## src/rtl/logic_unit_arbiter.sv

```systemverilog
// Round-robin arbiter in front of a shared registered bitwise logic unit.
// One request is accepted per cycle; its result appears one cycle later, tagged with the requester ID.
module logic_unit_arbiter #(
  parameter int WIDTH = 32,
  parameter int NREQ  = 4,
  localparam int IDW  = $clog2(NREQ)
) (
  input  logic                  clk,
  input  logic                  rst_n,
  input  logic [NREQ-1:0]       req_valid,
  output logic [NREQ-1:0]       req_ready,
  input  logic [2*NREQ-1:0]     req_op,
  input  logic [WIDTH*NREQ-1:0] req_a,
  input  logic [WIDTH*NREQ-1:0] req_b,
  output logic                  rsp_valid,
  input  logic                  rsp_ready,
  output logic [IDW-1:0]        rsp_id,
  output logic [WIDTH-1:0]      rsp_data
);

  localparam int unsigned NREQ_U = NREQ;

  typedef enum logic {EMPTY, FULL} state_e;

  function automatic logic [IDW-1:0] wrap_add(input logic [IDW-1:0] p, input int unsigned k);
    int unsigned s;
    s = 32'(p) + k;
    if (s >= NREQ_U) s = s - NREQ_U;
    return s[IDW-1:0];
  endfunction

  state_e           state_q;
  logic [IDW-1:0]   rr_ptr_q;
  logic [IDW-1:0]   rsp_id_q;
  logic [WIDTH-1:0] rsp_data_q;

  logic [IDW-1:0]   scan_idx [NREQ];
  logic [IDW-1:0]   grant_idx;
  logic             found;
  logic [NREQ-1:0]  grant;
  logic             can_accept;
  logic             accept;
  logic [1:0]       op_sel;
  logic [WIDTH-1:0] a_sel;
  logic [WIDTH-1:0] b_sel;
  logic [WIDTH-1:0] result_d;
  logic [IDW-1:0]   rr_ptr_d;

  // Priority order starts at the round-robin pointer and wraps modulo NREQ.
  for (genvar gi = 0; gi < NREQ; gi++) begin : g_scan
    assign scan_idx[gi] = wrap_add(rr_ptr_q, gi);
  end

  always_comb begin
    found     = 1'b0;
    grant_idx = '0;
    for (int k = 0; k < NREQ; k++) begin
      if (!found && req_valid[scan_idx[k]]) begin
        found     = 1'b1;
        grant_idx = scan_idx[k];
      end
    end
  end

  assign grant      = {{(NREQ-1){1'b0}}, found} << grant_idx;
  assign can_accept = (state_q == EMPTY) | (rsp_valid & rsp_ready);
  assign req_ready  = grant & {NREQ{can_accept}};
  assign accept     = found & can_accept;
  assign rr_ptr_d   = wrap_add(grant_idx, 1);

  always_comb begin
    op_sel   = req_op[2*int'(grant_idx) +: 2];
    a_sel    = req_a[WIDTH*int'(grant_idx) +: WIDTH];
    b_sel    = req_b[WIDTH*int'(grant_idx) +: WIDTH];
    result_d = a_sel & b_sel;
    case (op_sel)
      2'b00:   result_d = a_sel & b_sel;
      2'b01:   result_d = a_sel | b_sel;
      2'b10:   result_d = a_sel ^ b_sel;
      default: result_d = a_sel & ~b_sel;
    endcase
  end

  // An accept while FULL and draining overwrites the result in place, so there is no bubble.
  always_ff @(posedge clk or negedge rst_n) begin
    if (!rst_n) begin
      state_q    <= EMPTY;
      rr_ptr_q   <= '0;
      rsp_id_q   <= '0;
      rsp_data_q <= '0;
    end else begin
      case (state_q)
        EMPTY: begin
          if (accept) begin
            state_q    <= FULL;
            rsp_data_q <= result_d;
            rsp_id_q   <= grant_idx;
            rr_ptr_q   <= rr_ptr_d;
          end
        end
        default: begin
          if (accept) begin
            rsp_data_q <= result_d;
            rsp_id_q   <= grant_idx;
            rr_ptr_q   <= rr_ptr_d;
          end else if (rsp_ready) begin
            state_q <= EMPTY;
          end
        end
      endcase
    end
  end

  assign rsp_valid = (state_q == FULL);
  assign rsp_id    = rsp_id_q;
  assign rsp_data  = rsp_data_q;

endmodule

```

## config.mk

```make
export PLATFORM = sky130hd
export DESIGN_NAME = logic_unit_arbiter
export DESIGN_NICKNAME = d
export VERILOG_FILES = /design/src/rtl/logic_unit_arbiter.sv
export SDC_FILE = /design/constraint.sdc
export NUM_CORES = 1
export LEC_CHECK = 0
export ABC_AREA = 1
export CAP_MARGIN = 10
export CORE_MARGIN = 3
export CORE_UTILIZATION = 38
export CTS_CLUSTER_SIZE = 24
export DETAILED_ROUTE_END_ITERATION = 10
export PLACE_DENSITY = 0.79
export SYNTH_ARGS = -nofsm -noshare
export SYNTH_HDL_FRONTEND = slang
export SYNTH_SLANG_ARGS = --single-unit
```

## constraint.sdc

```tcl
create_clock -name clk -period 2.97 [get_ports clk]
set_input_delay 0.891 -clock clk [delete_from_list [all_inputs] [get_ports clk]]
set_output_delay 0.891 -clock clk [all_outputs]
set_load 0.005 [all_outputs]
```

==> results of run 1 <==
[tightest hold or removal path, stage by stage (launching register included)]
cell and delay [ns]:
dfrtp_1 0.34, nand2_1 0.06, nand2_1 0.05
[through the flow]
| stage | util [%] | setup TNS, ns | setup WS, ns | hold slack (ns) | instance area [sq um] |
|---|---|---|---|---|---|
| after CTS | 70.9 | -5.11 | -0.190 | 0.477 | 11500 |
| after global placement | 64.4 | -32.01 | -0.954 | 0.461 | 10400 |
| final | 74.0 | -9.90 | -0.393 | 0.480 | 12000 |
| after global routing | 74.0 | -13.40 | -0.448 | 0.509 | 12000 |
| after floorplan | - | -2.29 | -0.111 | 0.465 | 6650 |
| after detailed placement | 64.4 | -35.52 | -1.01 | 0.462 | 10400 |
[flip-flops by register name, summed over array words and instances (netlist names)]
register	cells
rsp_valid	1
rsp_id	2
rsp_data	32
rr_ptr_q	2
[layout by cell type (no fill, tap or decap), types with 32 or more instances in the layout]
master           count
nand2_1            507
clkdlybuf4s50_1    300
inv_1              168
buf_4              116
nand3_1            104
nand4_1             65
nand2_2             51
nor2_1              37
dfrtp_1             36
ha_1                32
[layer usage]
metal  up-vias  track usage, %  part of all wire [%]
met3       169            5.87                    10
met2       621            57.7                    48
li1       4700               -                     -
met1      4439            35.2                    34
met5         -               0                     0
met4         0            17.9                   7.6
[cells in the mapped netlist, types with 4 or more instances]
master,n
nand4_1,65
dfrtp_1,37
nand3_1,120
nand2_1,570
nand2_2,5
buf_4,5
inv_2,5
buf_6,4
nor2_1,40
inv_1,177
buf_2,43
ha_1,35
clkbuf_1,29
o21ai_0,37
a21oi_1,60
[repair_timing]
action | CTS | global route
pin swaps | 59 | 54
gates resized for setup | 170 | 96
setup buffers | 41 | 6
endpoints found under the setup margin | 39 | 37
gates cloned | 7 | 5
[area by class of cell]
class / count / area (sq um)
Fill cell: 1288 / 4210
Timing Repair inverter: 3 / 43.8
Clock buffer: 7 / 143
Multi-Input combinational cell: 944 / 5020
Sequential cell: 37 / 927
Inverter: 185 / 753
Tap cell: 216 / 270
Timing Repair Buffer: 471 / 4810
[kinds of logic (layout without fill, tap and decap cells)]
group / count (synthesis) / after routing
and+or+nand+nor: 807 / 807
buffers and inverters: 268 / 666
AOI/OAI and AO/OA: 102 / 102
DFF: 37 / 37
adders and majority gates: 35 / 35
[path summary, 6_finish.rpt]
kind                                          startpoint                  endpoint  slack, ns  cells after the start
worst max-delay path                        req_valid[0]  rsp_data[14]$_DFFE_PN0P_      -0.39                     21
worst min-delay path            rsp_data[26]$_DFFE_PN0P_  rsp_data[26]$_DFFE_PN0P_       0.48                      2
max in group asynchronous                          rst_n   rr_ptr_q[0]$_DFFE_PN0P_       1.54                      1
worst min register to register  rsp_data[26]$_DFFE_PN0P_  rsp_data[26]$_DFFE_PN0P_       0.48                      2
worst max register to register   rr_ptr_q[0]$_DFFE_PN0P_  rsp_data[14]$_DFFE_PN0P_      -0.34                     21
min in group asynchronous                          rst_n   rr_ptr_q[1]$_DFFE_PN0P_       0.76                      1
==> flow_metrics.py, run 1 <==
metrics = {
    "die": {
        "rows": 46,
        "dieArea_sq_um": 18400,
        "core_area_sq_um": 16200,
        "die_h_microns": 136,
        "start_util_pct": 39.6,
        "ios": 310,
        "die_x_microns": 136,
    },
    "yosys": {
        "synthSimpleGateAreaFrac_pct": 53.1,
        "muxShareOfSynthArea_pct": 0,
        "synth_flop_cell": "dfrtp_1",
        "synth_edf_count": 0,
        "synthXorXnorAreaFrac_pct": 0,
        "yosys.area.top_type": "nand2_1",
        "synthArstFlopShare_pct": 100,
        "netlist_instances": 1249,
        "synth_adder_area_share_pct": 6.84,
        "ys_seq_elements": 37,
        "synthTopCellsByArea": "nand2_1 33%, dfrtp_1 14%, inv_1 10%, nand3_1 9.4%, ha_1 6.8%",
        "ys_types": 26,
        "yosysSeqAreaShare_pct": 14.5,
        "yosysTopAreaCellShare_pct": 33.4,
        "syn_nets": 1555,
        "yosys_warnings": 0,
        "syn_area_per_cell_sq_um": 5.12,
        "synth_compound_area_share_pct": 8.23,
        "synth_top_family_by_area": "simple AND/OR/NAND/NOR gates",
        "syn_area_sq_um": 6400,
    },
    "worst_setup_path": {
        "crit_top_cell": "nand2_4",
        "path_class": "in -> reg",
        "start_kind": "primary input",
        "crit_family": "buffers and inverters",
        "cp.arrival_ns": 3.56,
        "cp_slowest_cell": "ha_4",
        "slowest_delay_ns": 0.25,
        "required_ns": 3.16,
        "critPathBufInv": 8,
        "cp_cell_sequence": "buf_8 -> inv_4 -> nand2_4 -> nand3_4 -> nand2_4 -> inv_2 -> nand2_4 -> nand2_4 -> nand3_4 -> buf_8 -> buf_12 -> or2_0 -> o211ai_1 -> o221ai_2 -> inv_2 -> ha_4 -> buf_12 -> buf_12 -> a21oi_2 -> nand2_1 -> a21oi_1",
        "end_kind": "flip-flop",
        "critPathMaxFanout": 6,
    },
    "place": {
        "gp_congestion": 0.945,
        "port_buffers": 309,
        "dp_hpwl_mm": 22.8,
        "placed_cells": 1797,
    },
    "global_routing": {
        "grt_pass1_wl_mm": 46.8,
        "antenna_found_initial": 0,
        "grt.total_usage_pct": 32.0,
        "grt_pass1_vias": 9356,
        "grt_max_degree": 56,
        "grt_overflow_total": 0,
    },
    "sta": {
        "max_freq_mhz": 297,
        "setup_ws_ns": -0.393,
        "slew_headroom_pct": 33.5,
        "period_needed_ns": 3.36,
        "finalSetupViolCount": 36,
        "final.period_utilization_pct": 113,
        "fin_skew_ns": 0.00562,
        "hold_violations": 0,
        "rsz0062_at_grt": "yes",
        "worstMarginPinSlew_ns": 0.997,
        "slew_violations": 0,
    },
    "outcome": {
        "violations": "negative setup slack",
        "status": "finished, violations left",
    },
    "route": {
        "vias_per_cell": 5.33,
        "drc": 0,
        "first_pass_iters": 6,
        "drt_iter0_drc": 944,
        "vias": 9929,
        "drt.antenna.violating_nets": 0,
        "wire_per_inst_microns": 17.6,
        "wl_mm": 32.9,
    },
    "final_layout": {
        "nNetsFinal": 1953,
        "flow.area_growth_from_synthesis_pct": 86.9,
        "instances_no_fill": 1863,
        "drive_gt1_share_pct": 20.9,
        "diodes": 0,
    },
    "clocking": {
        "cts_made_buffers": 5,
        "clock_path_buffers": 2,
        "cts-hold-fix-buffers": 0,
        "clk_pin_slew_ns": 0.06,
        "clock_latency_ns": 0.28,
        "cts_root_buf": "clkbuf_16",
        "cts_max_level": 2,
        "cts_tree": "built",
        "numClockSinks": 37,
    },
    "hold_path": {
        "hp-class": "reg -> reg",
    },
    "job": {
        "drv_cap": 0,
    },
}
Power of run 1 is left out: the tool's default activity adds up to more than one toggle a clock period on the data nets, which glitch-free logic cannot reach.
==> run 2: changes to the inputs <==
--- a/config.mk
+++ b/config.mk
@@ -5,13 +5,12 @@
 export SDC_FILE = /design/constraint.sdc
 export NUM_CORES = 1
 export LEC_CHECK = 0
-export ABC_AREA = 1
 export CAP_MARGIN = 10
 export CORE_MARGIN = 3
-export CORE_UTILIZATION = 38
+export CORE_UTILIZATION = 36
 export CTS_CLUSTER_SIZE = 24
 export DETAILED_ROUTE_END_ITERATION = 10
-export PLACE_DENSITY = 0.79
+export PLACE_DENSITY = 0.8
 export SYNTH_ARGS = -nofsm -noshare
 export SYNTH_HDL_FRONTEND = slang
 export SYNTH_SLANG_ARGS = --single-unit
==> run 2 against run 1 <==
  * The flow still finishes with violations (negative setup slack)
  * Via count down 32%
  * Fmax increased by 6.4%
  * Sequential share of layout area is 0.095 points higher
==> flow_metrics.py, run 2 <==
metrics = {
    "power": {
        "pwr-share-seq_pct": 9.8,
        "p_sw_share_pct": 40.2,
        "power_leakage_nw": 5.11,
        "pwr-share-comb_pct": 84.6,
        "powerDensity_nw_per_um2": 807,
        "peakVddDrop_uv": 405,
        "clkPwrFrac_pct": 5.6,
        "power.total_mw": 9.53,
        "switchingPower_mw": 3.83,
        "p_int_mw": 5.70,
    },
    "route": {
        "wl_mm": 25.8,
        "first_pass_iters": 4,
        "drc": 0,
        "vias": 6772,
        "vias_per_cell": 5.40,
        "drt.antenna.violating_nets": 0,
        "wire_per_inst_microns": 20.6,
        "drt_iter0_drc": 384,
    },
    "clocking": {
        "clock_latency_ns": 0.28,
        "cts-hold-fix-buffers": 0,
        "numClockSinks": 37,
        "cts_tree": "built",
        "cts_root_buf": "clkbuf_16",
        "cts_max_level": 2,
        "clk_pin_slew_ns": 0.06,
        "clock_path_buffers": 2,
        "cts_made_buffers": 5,
    },
    "yosys": {
        "synthTopCellsByArea": "dfrtp_1 17%, mux2i_1 16%, mux2_2 12%, o21ai_0 8.6%, ha_1 8.1%",
        "yosys.area.top_type": "dfrtp_1",
        "syn_area_sq_um": 5410,
        "syn_nets": 906,
        "netlist_instances": 600,
        "synth_edf_count": 0,
        "ys_types": 36,
        "yosysTopAreaCellShare_pct": 17.1,
        "synth.most_common_cell": "o21ai_0",
        "yosys_warnings": 0,
        "syn_area_per_cell_sq_um": 9.02,
        "yosysSeqAreaShare_pct": 17.1,
        "synthArstFlopShare_pct": 100,
        "ys_seq_elements": 37,
        "synthTopCellsByCount": "93 x o21ai_0, 87 x mux2i_1, 64 x nand2_1, 59 x mux2_2, 37 x dfrtp_1",
        "synth_flop_cell": "dfrtp_1",
    },
    "place": {
        "dpl_cell_area_sq_um": 9710,
        "port_buffers": 309,
        "gp_congestion": 0.852,
        "dp_hpwl_mm": 16.5,
    },
    "hold_path": {
        "min_from": "rsp_id[0]$_DFFE_PN0P_",
        "hp-class": "reg -> reg",
    },
    "sta": {
        "worstMarginPinSlew_ns": 0.967,
        "hold_violations": 0,
        "final.period_utilization_pct": 106,
        "totalNegativeSetupSlack_ns": -2.25,
        "slew_headroom_pct": 35.5,
        "finalSetupViolCount": 31,
        "setup_ws_ns": -0.190,
        "fin_skew_ns": 0.00393,
        "rsz0062_at_grt": "yes",
        "slew_violations": 0,
        "period_needed_ns": 3.16,
        "max_freq_mhz": 316,
        "holdWs_ns": 0.498,
    },
    "final_layout": {
        "multi_input_area_sq_um": 5130,
        "stdcell_area_sq_um": 11800,
        "flow.area_growth_from_synthesis_pct": 118,
        "seq_area_sq_um": 927,
        "drive_gt1_share_pct": 41.6,
        "final_common_cell": "clkdlybuf4s50_1",
        "fill_cells": 847,
        "diodes": 0,
        "fin_util_pct": 80.7,
        "nNetsFinal": 1376,
        "largest_reg_flops": 32,
        "layout_common_cells": "300 x clkdlybuf4s50_1, 138 x buf_4, 73 x mux2i_1, 51 x nand2_1, 40 x o21ai_2",
    },
    "global_routing": {
        "grt_pass1_vias": 6696,
        "grt.total_usage_pct": 26.1,
        "grt_max_degree": 47,
        "grt_overflow_total": 0,
        "grt_pass1_wl_mm": 34.4,
        "antenna_found_initial": 0,
    },
    "worst_setup_path": {
        "r2r-end": "rsp_data[27]$_DFFE_PN0P_",
        "required_ns": 3.12,
        "worstReg2RegStart": "rr_ptr_q[1]$_DFFE_PN0P_",
        "slowest_delay_ns": 0.41,
        "worstRegToRegCells": 14,
        "crit_path_start": "req_valid[1]",
        "path_class": "in -> reg",
        "r2r_slack_ns": -0.05,
        "cp.arrival_ns": 3.31,
        "critical_path.endpoint": "rsp_data[27]$_DFFE_PN0P_",
        "cp_cell_sequence": "buf_8 -> or3b_4 -> o221ai_4 -> buf_6 -> buf_12 -> buf_16 -> buf_6 -> mux2_4 -> mux2i_4 -> ha_4 -> a2bb2oi_2 -> o21ai_1 -> o21ai_1 -> o41ai_2",
        "critPathMaxFanout": 5,
        "crit_family": "buffers and inverters",
        "end_kind": "flip-flop",
        "path_depth": 14,
        "cp_slowest_cell": "or3b_4",
        "start_kind": "primary input",
        "critPathBufInv": 5,
    },
    "die": {
        "dieArea_sq_um": 16500,
        "rows": 44,
        "core_area_sq_um": 14600,
        "ios": 310,
        "die_h_microns": 129,
        "start_util_pct": 36.9,
        "die_x_microns": 129,
    },
    "job": {
        "drv_cap": 0,
    },
    "outcome": {
        "status": "finished, violations left",
        "violations": "negative setup slack",
    },
}
[run 2: cell count changes after synthesis, moves of 22 or more]
cell       before  now
mux2i_1         0   87
a21oi_1        60    4
o21ai_0        37   93
a2bb2oi_1       1   24
xnor2_1         0   22
inv_1         177   24
nand2_1       570   64
mux2_2          0   59
nand4_1        65    0
nand3_1       120    4
buf_2          43    5
[run 2: how the worst min path moves through the flow]
stage | cells after the start | end
6_report | 2 | rsp_id[0]$_DFFE_PN0P_
5_1_grt | 2 | rsp_data[3]$_DFFE_PN0P_
4_1_cts | 2 | rsp_id[0]$_DFFE_PN0P_
3_5_place_dp | 2 | rsp_id[0]$_DFFE_PN0P_
3_3_place_gp | 2 | rsp_id[0]$_DFFE_PN0P_
2_1_floorplan | 2 | rsp_id[0]$_DFFE_PN0P_
[run 2: power groups by stage]
stage | registers (mW) | logic [mW] | clock network, mW
after global routing | 0.955 | 8.52 | 0.555
after floorplan | 0.891 | 3.27 | 0
after CTS | 0.920 | 7.01 | 0.540
after detailed placement | 0.915 | 5.64 | 0
final | 0.932 | 8.07 | 0.531
after global placement | 0.909 | 5.50 | 0
[run 2: cells by family (layout without fill, tap and decap cells)]
| kind of cell | count (synthesis) | after routing | synth area share (%) |
|---|---|---|---|
| XOR/XNOR | 33 | 33 | 5.34 |
| AO/OA/AOI/OAI | 160 | 161 | 19.6 |
| multiplexers | 168 | 168 | 35.9 |
| flip-flops | 37 | 37 | 17.1 |
| buffers and inverters | 76 | 546 | 7.33 |
| adder cells (fa/ha/maj) | 35 | 35 | 8.09 |
| AND/OR/NAND/NOR | 91 | 91 | 6.64 |
[run 2: timing repair]
item	CTS	global route
endpoints found under the setup margin	36	36
pin swaps	41	69
buffers inserted	46	21
resized for setup	169	162
gates cloned	11	4
[run 2: layer usage]
layer  wire, microns  part of all wire (%)  vias up  track usage [%]
li1                -                     -     3159                -
met1            9030                    35     3229             27.4
met2           14000                    54      313             51.9
met3            1670                   6.5       71             5.11
met4            1080                   4.2        0             7.97
met5               0                     0        -                0
[run 2: worst register-to-register path: cells and delay by family (launching register included)]
| kind | cells | cell delay, ns |
|---|---|---|
| mux | 3 | 0.76 |
| compound gates | 5 | 0.73 |
| buf+inv | 5 | 0.67 |
| flops | 1 | 0.48 |
| fa+ha+maj | 1 | 0.24 |
[run 2: final cells by class]
type                       instances  share of cell area, %
multi-input combinational        488                   43.5
inverter                          24                  0.847
clock buffer                       6                   1.09
tap                              184                   1.95
timing repair inverter             1                 0.0529
clock inverter                     2                 0.0847
sequential                        37                   7.85
timing repair buffer             513                   44.7
[run 2: through the flow]
stage / worst slack [ns] / std cells
global placement: -0.888 / 1170
finish: -0.190 / 1255
CTS: -0.204 / 1234
detailed placement: -0.961 / 1170
floorplan: -0.233 / 600
global route: -0.235 / 1255
Power figures use the tool's default switching activity.
==> run 3: changes to the inputs <==
--- a/config.mk
+++ b/config.mk
@@ -10,7 +10,7 @@
 export CORE_UTILIZATION = 36
 export CTS_CLUSTER_SIZE = 24
 export DETAILED_ROUTE_END_ITERATION = 10
-export PLACE_DENSITY = 0.8
+export PLACE_DENSITY = 0.84
 export SYNTH_ARGS = -nofsm -noshare
 export SYNTH_HDL_FRONTEND = slang
 export SYNTH_SLANG_ARGS = --single-unit
==> run 3 against run 2 <==
  * Clock power hardly changed
  * Critical path depth rose by 1
  * Largest power group unchanged
  * The run still ends with negative setup slack left
  * Die area is the same
==> flow_metrics.py, run 3 (synthesis gave the netlist of run 2 again) <==
metrics = {
    "outcome": {
        "status": "finished, violations left",
        "violations": "negative setup slack",
    },
    "worst_setup_path": {
        "r2r-end": "rsp_data[24]$_DFFE_PN0P_",
        "r2r_slack_ns": -0.07,
        "required_ns": 3.13,
        "end_kind": "flip-flop",
        "worstRegToRegCells": 14,
        "critPathMaxFanout": 6,
        "path_class": "in -> reg",
        "start_kind": "primary input",
        "cp.arrival_ns": 3.42,
        "worstReg2RegStart": "rr_ptr_q[1]$_DFFE_PN0P_",
    },
    "hold_path": {
        "hold_depth": 2,
        "min_from": "rsp_id[1]$_DFFE_PN0P_",
        "min_to": "rsp_id[1]$_DFFE_PN0P_",
        "hp-class": "reg -> reg",
    },
    "place": {
        "port_buffers": 309,
        "dp_hpwl_mm": 16.5,
        "dpl_cell_area_sq_um": 9820,
        "gp_congestion": 0.868,
        "placed_cells": 1174,
        "dp_slack_ns": -1.00,
    },
    "global_routing": {
        "top_usage_layer": "met2",
        "use_met3_pct": 5.56,
        "grt_max_degree": 47,
        "grt_overflow_total": 0,
        "gr-usage-met1_pct": 29.4,
        "use_met2_pct": 54.6,
        "grt_pass1_vias": 7100,
        "antenna_found_initial": 0,
        "grt.total_usage_pct": 28.3,
        "grt_pass1_wl_mm": 36.9,
    },
    "clocking": {
        "cts_max_level": 2,
        "clk_pin_slew_ns": 0.06,
        "cts_tree": "built",
        "cts-hold-fix-buffers": 0,
        "cts_made_buffers": 5,
        "clock_path_buffers": 2,
        "numClockSinks": 37,
        "cts_root_buf": "clkbuf_16",
        "clock_latency_ns": 0.28,
    },
    "die": {
        "dieArea_sq_um": 16500,
        "die_h_microns": 129,
        "ios": 310,
        "core_area_sq_um": 14600,
        "die_x_microns": 129,
        "start_util_pct": 36.9,
        "rows": 44,
    },
    "route": {
        "drt.antenna.violating_nets": 0,
        "vias": 6969,
        "vias_per_cell": 5.54,
        "wire_per_inst_microns": 22.0,
        "drt_iter0_drc": 422,
        "wl_mm": 27.7,
        "first_pass_iters": 5,
        "drc": 0,
    },
    "power": {
        "powerDensity_nw_per_um2": 827,
        "power_leakage_nw": 5.16,
        "power.total_mw": 9.87,
        "peakVddDrop_uv": 412,
    },
    "job": {
        "drv_cap": 0,
    },
    "final_layout": {
        "drive_gt1_share_pct": 42.6,
        "diodes": 0,
        "largest_reg_flops": 32,
        "final_common_cell": "clkdlybuf4s50_1",
        "layout_common_cells": "300 x clkdlybuf4s50_1, 144 x buf_4, 69 x mux2i_1, 49 x nand2_1, 46 x mux2_4",
        "fill_cells": 808,
        "flow.area_growth_from_synthesis_pct": 121,
        "stdcell_area_sq_um": 11900,
        "nNetsFinal": 1379,
        "instances_no_fill": 1258,
    },
    "sta": {
        "period_needed_ns": 3.26,
        "slew_violations": 0,
        "rsz0062_at_grt": "yes",
        "max_freq_mhz": 307,
        "worstMarginPinSlew_ns": 0.959,
        "slew_headroom_pct": 36.1,
        "setup_ws_ns": -0.288,
        "finalSetupViolCount": 34,
        "fin_skew_ns": 0.00488,
        "final.period_utilization_pct": 110,
        "totalNegativeSetupSlack_ns": -4.83,
        "hold_violations": 0,
    },
}
## run 3: cell count changes in the layout (fill, tap and decap cells not counted), moves of 4 or more
cell	previous run	this run
a2bb2oi_1	9	5
clkbuf_2	5	1
mux2i_4	22	17
buf_4	138	144
mux2_4	32	46
nand2_2	10	15
mux2i_2	13	22
buf_6	25	21
mux2i_1	73	69
buf_12	24	32
inv_2	2	6
mux2_2	28	14
o21ai_1	37	41
## run 3: timing repair
action	CTS	global route
cloned	8	0
endpoints found under the setup margin	36	36
gates resized for setup	183	156
pin swaps	57	76
buffers inserted	42	32
## run 3: layer usage
layer | wire [microns] | part of all wire (%) | vias to the layer above
li1 | - | - | 3153
met1 | 9690 | 35 | 3325
met2 | 14700 | 53 | 394
met3 | 1850 | 6.7 | 97
met4 | 1430 | 5.2 | 0
met5 | 0 | 0 | -
## run 3: worst max path at each step
stage | cells past startpoint | endpoint | startpoint | slack [ns]
finish | 15 | rsp_data[24]$_DFFE_PN0P_ | req_valid[1] | -0.29
global route | 17 | rsp_data[10]$_DFFE_PN0P_ | req_valid[1] | -0.34
CTS | 17 | rsp_data[11]$_DFFE_PN0P_ | req_valid[1] | -0.11
global placement | 13 | rsp_data[6]$_DFFE_PN0P_ | req_valid[2] | -0.93
floorplan | 15 | rsp_data[19]$_DFFE_PN0P_ | req_valid[1] | -0.23
detailed placement | 13 | rsp_data[6]$_DFFE_PN0P_ | req_valid[0] | -1.00
## run 3: layout make-up
type,count,area [sq um],share of cell area (%)
sequential,37,927,7.77
clock buffer,8,136,1.14
inverter,24,97.6,0.818
timing repair buffer,518,5330,44.6
multi-input combinational,487,5220,43.7
tap,184,230,1.93
## run 3: power breakdown
part / internal, mW / switching [mW] / leakage (nW)
Clock: 0.313 / 0.217 / 0.0652
Combinational: 4.78 / 3.60 / 4.65
Sequential: 0.750 / 0.199 / 0.442
Total: 5.85 / 4.02 / 5.16
## run 3: per-stage QoR
step	hold slack, ns	utilization, %
floorplan	0.470	-
global placement	0.459	67.1
detailed placement	0.485	67.1
CTS	0.498	75.9
global route	0.535	81.5
finish	0.489	81.5
## run 3: worst max-delay path, cell delays in order
cell and delay, ns:
buf_8 0.11, or3b_4 0.41, o221ai_4 0.09, buf_12 0.15, buf_12 0.12, buf_12 0.13
buf_8 0.13, buf_4 0.12, mux2_2 0.35, mux2i_4 0.16, ha_1 0.27, a2bb2oi_2 0.17
o21ai_1 0.11, o21ai_1 0.11, o41ai_1 0.09
